===== src/rtl/mprj_io_pkg.sv =====
// mprj_io_pkg: shared state encoding and default chain sizes for the GPIO configuration loader
package mprj_io_pkg;
  localparam int DEF_TOTAL_PADS = 38;
  localparam int DEF_CFG_BITS = 13;
  typedef enum logic [2:0] {ST_IDLE, ST_FETCH, ST_SHIFT, ST_LATCH, ST_DONE} state_e;
endpackage


===== src/rtl/mprj_io_cfg_clkdiv.sv =====
// mprj_io_cfg_clkdiv: phase strobe every CLK_DIV cycles, restarted by clear
module mprj_io_cfg_clkdiv #(
  parameter int CLK_DIV = 2
) (
  input  logic clock,
  input  logic reset,
  input  logic clear,
  output logic strobe
);
  logic [7:0] cnt_q, cnt_d;
  always_comb begin
    strobe = cnt_q == 8'(CLK_DIV - 1);
    cnt_d = (clear || strobe) ? '0 : cnt_q + 8'd1;
  end
  always_ff @(posedge clock) begin
    cnt_q <= reset ? '0 : cnt_d;
  end
endmodule


===== src/rtl/mprj_io_cfg_loader.sv =====
// mprj_io_cfg_loader: fetches per-pad config words and shifts them serially into the GPIO pad chain
module mprj_io_cfg_loader import mprj_io_pkg::*; #(
  parameter int TOTAL_PADS = DEF_TOTAL_PADS,
  parameter int CFG_BITS = DEF_CFG_BITS,
  parameter int CLK_DIV = 2
) (
  input  logic                          clock,
  input  logic                          reset,
  input  logic                          start,
  output logic                          busy,
  output logic                          done,
  output logic [$clog2(TOTAL_PADS)-1:0] cfg_rd_addr,
  input  logic [CFG_BITS-1:0]           cfg_rd_data,
  output logic                          serial_clock,
  output logic                          serial_load,
  output logic                          serial_data
);
  localparam int AW = $clog2(TOTAL_PADS);
  localparam int BW = CFG_BITS > 1 ? $clog2(CFG_BITS) : 1;
  state_e state_q, state_d;
  logic [AW-1:0] pad_q, pad_d;
  logic [BW-1:0] bit_q, bit_d;
  logic [CFG_BITS-1:0] shift_q, shift_d;
  logic ph_q, ph_d;
  logic sclk_q, sclk_d, sload_q, sload_d, sdata_q, sdata_d;
  logic strobe, div_clr;
  assign div_clr = !(state_q inside {ST_SHIFT, ST_LATCH});
  mprj_io_cfg_clkdiv #(.CLK_DIV(CLK_DIV)) u_div (
    .clock(clock),
    .reset(reset),
    .clear(div_clr),
    .strobe(strobe)
  );
  always_ff @(posedge clock) begin
    if (reset) begin
      state_q <= ST_IDLE;
      pad_q <= '0;
      bit_q <= '0;
      shift_q <= '0;
      ph_q <= 1'b0;
      sclk_q <= 1'b0;
      sload_q <= 1'b0;
      sdata_q <= 1'b0;
    end else begin
      state_q <= state_d;
      pad_q <= pad_d;
      bit_q <= bit_d;
      shift_q <= shift_d;
      ph_q <= ph_d;
      sclk_q <= sclk_d;
      sload_q <= sload_d;
      sdata_q <= sdata_d;
    end
  end
  // ph_q is the fetch cycle inside FETCH and the serial clock phase inside SHIFT
  always_comb begin
    state_d = state_q;
    pad_d = pad_q;
    bit_d = bit_q;
    shift_d = shift_q;
    ph_d = ph_q;
    case (state_q)
      ST_IDLE: if (start) begin
        state_d = ST_FETCH;
        pad_d = AW'(TOTAL_PADS - 1);
      end
      ST_FETCH: begin
        ph_d = !ph_q;
        if (ph_q) begin
          state_d = ST_SHIFT;
          shift_d = cfg_rd_data;
          bit_d = BW'(CFG_BITS - 1);
        end
      end
      ST_SHIFT: if (strobe) begin
        ph_d = !ph_q;
        if (ph_q) begin
          shift_d = shift_q << 1;
          bit_d = bit_q != '0 ? bit_q - BW'(1) : bit_q;
          if (bit_q == '0) begin
            state_d = pad_q != '0 ? ST_FETCH : ST_LATCH;
            pad_d = pad_q != '0 ? pad_q - AW'(1) : pad_q;
          end
        end
      end
      ST_LATCH: state_d = strobe ? ST_DONE : ST_LATCH;
      default: state_d = ST_IDLE;
    endcase
  end
  // serial outputs are registered from next-state values so they line up with the state they belong to
  always_comb begin
    busy = state_q != ST_IDLE;
    done = state_q == ST_DONE;
    sclk_d = state_d == ST_SHIFT && ph_d;
    sload_d = state_d == ST_LATCH;
    sdata_d = shift_d[CFG_BITS-1];
  end
  assign cfg_rd_addr = pad_q;
  assign serial_clock = sclk_q;
  assign serial_load = sload_q;
  assign serial_data = sdata_q;
endmodule


===== config.mk =====
export PLATFORM = sky130hd
export DESIGN_NAME = mprj_io_cfg_loader
export DESIGN_NICKNAME = d
export VERILOG_FILES = /design/src/rtl/mprj_io_pkg.sv /design/src/rtl/mprj_io_cfg_clkdiv.sv /design/src/rtl/mprj_io_cfg_loader.sv
export SDC_FILE = /design/constraint.sdc
export NUM_CORES = 1
export LEC_CHECK = 0
export BUFFER_PORTS_ARGS = -buffer_cell sky130_fd_sc_hd__buf_2
export CAP_MARGIN = 20
export CORE_AREA = 2 2 76 78
export CTS_CLUSTER_DIAMETER = 100
export DETAILED_ROUTE_END_ITERATION = 6
export DIE_AREA = 0 0 78 80
export PLACE_DENSITY_LB_ADDON = 0.15
export REMOVE_ABC_BUFFERS = 1
export SYNTH_ARGS = -nofsm -noshare
export SYNTH_HDL_FRONTEND = slang
export SYNTH_SLANG_ARGS = --single-unit
export TNS_END_PERCENT = 1

===== constraint.sdc =====
create_clock -name clock -period 2.65 [get_ports clock]
set_input_delay 0 -clock clock [delete_from_list [all_inputs] [get_ports clock]]
set_output_delay 0 -clock clock [all_outputs]
set_load 0.01 [all_outputs]

==> results.txt <==
* Number of placement rows: 27
- Worst Setup Path Type: register to register
* Post-Syn Area per Cell: 9.11 um2
* Post-CTS setup buffer count: 0
* Power after layout: 1.31 mW
* Height of the die: 80 um
- Leak pwr: 0.792 nW
- For the pin with the worst max-slew slack, the measured transition is 0.569 ns.
* Die Area: 6240 um2
* Worst Path Max Fanout: 11
- Class of the tightest hold or removal check: input port to register
* Distinct cell type count of the synthesized netlist: 42
* Leading cell types by total area after synthesis: sky130_fd_sc_hd__dfxtp_1 41%, sky130_fd_sc_hd__mux2i_1 7.1%, sky130_fd_sc_hd__a211oi_1 5.8%, sky130_fd_sc_hd__a21oi_1 4.7%, sky130_fd_sc_hd__ha_1 3.4%
* Arrival time of the worst setup path: 2.47 ns
- Final routed wirelength across all metal layers: 3880 um
- After global routing the overflow that remains totals 0.
* Setup repair after global routing missed its margin: no
- The total count of hold-check failures in the final report came to 0.
* Number of nets at the end of the flow: 246
* Count of input and output buffers: 26
* Endpoint type of the worst setup path: register
- Required time of the critical path: 2.87 ns
* Drt initial violations: 79
- Number of nets still failing antenna checks after routing: 0
- Number of maximum-capacitance violations: 0
* Area leader, netlist: sky130_fd_sc_hd__dfxtp_1
* Power density cells: 613 nW/um2
- Clock latency on the worst-skew pair, taken at its later pin, is 0.29 ns.
- The root buffer cell chosen for the clock tree is sky130_fd_sc_hd__clkbuf_8.
- I/O pin count: 27
- Setup violations remaining at the end of the flow were counted as 0.
- Post-DP HPWL: 2650 um
- The library cell used most frequently in the layout, excluding fill and tap cells, is sky130_fd_sc_hd__dfxtp_1.
- The run finished with clean final reports.
- Core Footprint: 5410 um2
* Sequential-to-total area share from yosys stat: 40.7%
* Routed via count divided by cell count: 5.11
* Total via count after detailed routing: 1522
- In the final routed layout, each cell accounts on average for 13.0 um.
* Initial cell density of the core: 33.7%
- Cells after DPL: 289
- Number of detailed-route iterations in the first pass: 4
* Synth top area share: 40.7%
* Via count of the first global-routing pass: 1444
- In this run, synthesis produced a sequential element count of 37.
- Counting flops with an async set or reset pin after synthesis yields a share of 0%.
- The first global-routing pass estimated 6670 um of wire.
- Maximum number of pins on one net before global-route repair: 31
* Number of slew-limit violations in the final report: 0
- Static timing analysis puts the maximum clock frequency at 0.443 GHz.
- Number of synthesized flops with an enable pin: 0
* Syn. warnings: 0
* GPL Wtd Cong: 0.723
- Gate Count Post-Synth: 200
* Area growth, synth to finish: 17.5%
- Diodes inserted: 0
* Antenna violations before repair: 0
- Leaving out filler cells and counting taps, the final layout contains 298.
- The synthesized netlist occupies a cell area of 1820 um2.
- # H-tree levels: 2
* Top flip-flop cell by instance count after synthesis: sky130_fd_sc_hd__dfxtp_1
- The worst setup path is launched from a register.
- The clock arrives with 0.00773 ns of skew.
- Clk sinks: 37
- In this run, CTS created clock tree buffers numbering 5.
- TritonCTS built the clock tree.
- Worst max-slew margin expressed relative to the limit: 62.1%
- Worst IR drop on VDD: 0.000288 V
- Clk pin slew, worst setup/hold paths: 0.08 ns
- Maximum count of clock buffers along a single path: 2
- Combined global-route utilization of all metal layers: 13.3%
- After detailed routing, the number of remaining DRC violations is 0.
* Share of post-route cells with drive strength above 1: 20.4%
* Most used cells in the layout excluding fill and tap cells: 37 x sky130_fd_sc_hd__dfxtp_1, 26 x sky130_fd_sc_hd__buf_2, 17 x sky130_fd_sc_hd__a21oi_1, 14 x sky130_fd_sc_hd__a211oi_1, 14 x sky130_fd_sc_hd__nor2_1
* Min cycle time layout: 2.26 ns
- Aggregate negative setup slack: 0 ns
- Die boundary width: 78 um
- After layout, the worst path uses 85.1% of the clock period.
path summary, 6_finish.rpt:
path                                                start                          end  slack [ns]  depth (start not counted)
worst max-delay path            u_div.cnt_q[0]$_SDFF_PP0_  cfg_rd_addr[4]$_SDFFE_PP0P_        0.39                          5
worst min-delay path                       cfg_rd_data[7]      shift_q[7]$_SDFFE_PP0P_        0.05                          3
worst max register to register  u_div.cnt_q[0]$_SDFF_PP0_  cfg_rd_addr[4]$_SDFFE_PP0P_        0.39                          5
worst min register to register      bit_q[1]$_SDFFE_PP0P_        bit_q[1]$_SDFFE_PP0P_        0.48                          2
through the flow:
stage	worst slack (ns)	instance area [um2]	utilization [%]	hold slack, ns
final	0.394	2140	39.6	0.0482
after detailed placement	0.471	2010	37.3	0.263
after global placement	0.503	2010	37.3	0.264
after floorplan	0.321	1770	-	0.0691
after global routing	0.236	2140	39.6	0.0439
after CTS	0.404	2140	39.6	0.0359
kinds of logic (layout without fill, tap and decap cells):
group,Yosys count,after routing,share of synthesized area [%]
AO/OA/AOI/OAI,48,48,17.0
XOR/XNOR,7,7,3.37
adder cells (fa/ha/maj),5,5,3.43
buffers and inverters,20,46,4.40
flip-flops,37,37,40.7
multiplexers,13,13,7.14
AND/OR/NAND/NOR,70,70,24.0
critical path: stages (launching register included):
cell and delay, ns:
sky130_fd_sc_hd__dfxtp_1 0.40, sky130_fd_sc_hd__ha_1 0.17, sky130_fd_sc_hd__nor3b_2 0.44, sky130_fd_sc_hd__nand4_1 0.41
sky130_fd_sc_hd__or4_1 0.60, sky130_fd_sc_hd__a21boi_1 0.17
per-layer routing:
layer | part of all wire, % | up-vias | GRT usage (%) | wire length [um]
met5 | 0 | - | 0 | 0
met4 | 1.3 | 0 | 4.21 | 49
met3 | 5.3 | 6 | 4.75 | 206
met2 | 43 | 30 | 20.7 | 1670
met1 | 50 | 702 | 17.3 | 1960
li1 | - | 784 | - | -
timing repair:
action	in CTS	in global routing
hold endpoints to repair	1	0
hold buffers	1	0
resized for setup	0	0
synth_stat cells, types with 4 or more instances:
| library cell | number |
|---|---|
| sky130_fd_sc_hd__dfxtp_1 | 37 |
| sky130_fd_sc_hd__a21oi_1 | 17 |
| sky130_fd_sc_hd__a211oi_1 | 14 |
| sky130_fd_sc_hd__nor2_1 | 14 |
| sky130_fd_sc_hd__mux2i_1 | 13 |
| sky130_fd_sc_hd__clkbuf_1 | 8 |
| sky130_fd_sc_hd__inv_1 | 8 |
| sky130_fd_sc_hd__nand2_1 | 6 |
| sky130_fd_sc_hd__nand3_1 | 6 |
| sky130_fd_sc_hd__nor3_1 | 6 |
| sky130_fd_sc_hd__ha_1 | 5 |
| sky130_fd_sc_hd__or4_1 | 5 |
| sky130_fd_sc_hd__a31oi_1 | 4 |
| sky130_fd_sc_hd__buf_2 | 4 |
| sky130_fd_sc_hd__nand2b_1 | 4 |
| sky130_fd_sc_hd__nand4_1 | 4 |
| sky130_fd_sc_hd__o21ai_0 | 4 |
| sky130_fd_sc_hd__xor2_1 | 4 |
report_power, final:
part | total, mW | switching, mW | internal, mW
clock | 0.507 | 0.200 | 0.307
combinational | 0.198 | 0.116 | 0.0819
sequential | 0.607 | 0.0240 | 0.583
total | 1.31 | 0.340 | 0.972
final cells by class:
class / count / area [um2]
timing repair buffer: 30 / 163
clock inverter: 1 / 30.0
tap: 72 / 90.1
sequential: 37 / 741
multi-input combinational: 143 / 1000
fill: 577 / 3260
clock buffer: 7 / 86.3
inverter: 8 / 30.0
flip-flops by register name, summed over array words and instances, names as in the netlist:
name          flops
cfg_rd_addr       6
ph_q              1
u_div.cnt_q       8
state_q           3
shift_q          13
serial_clock      1
serial_load       1
bit_q             4
Note: power is estimated with default switching activity, not from simulation.
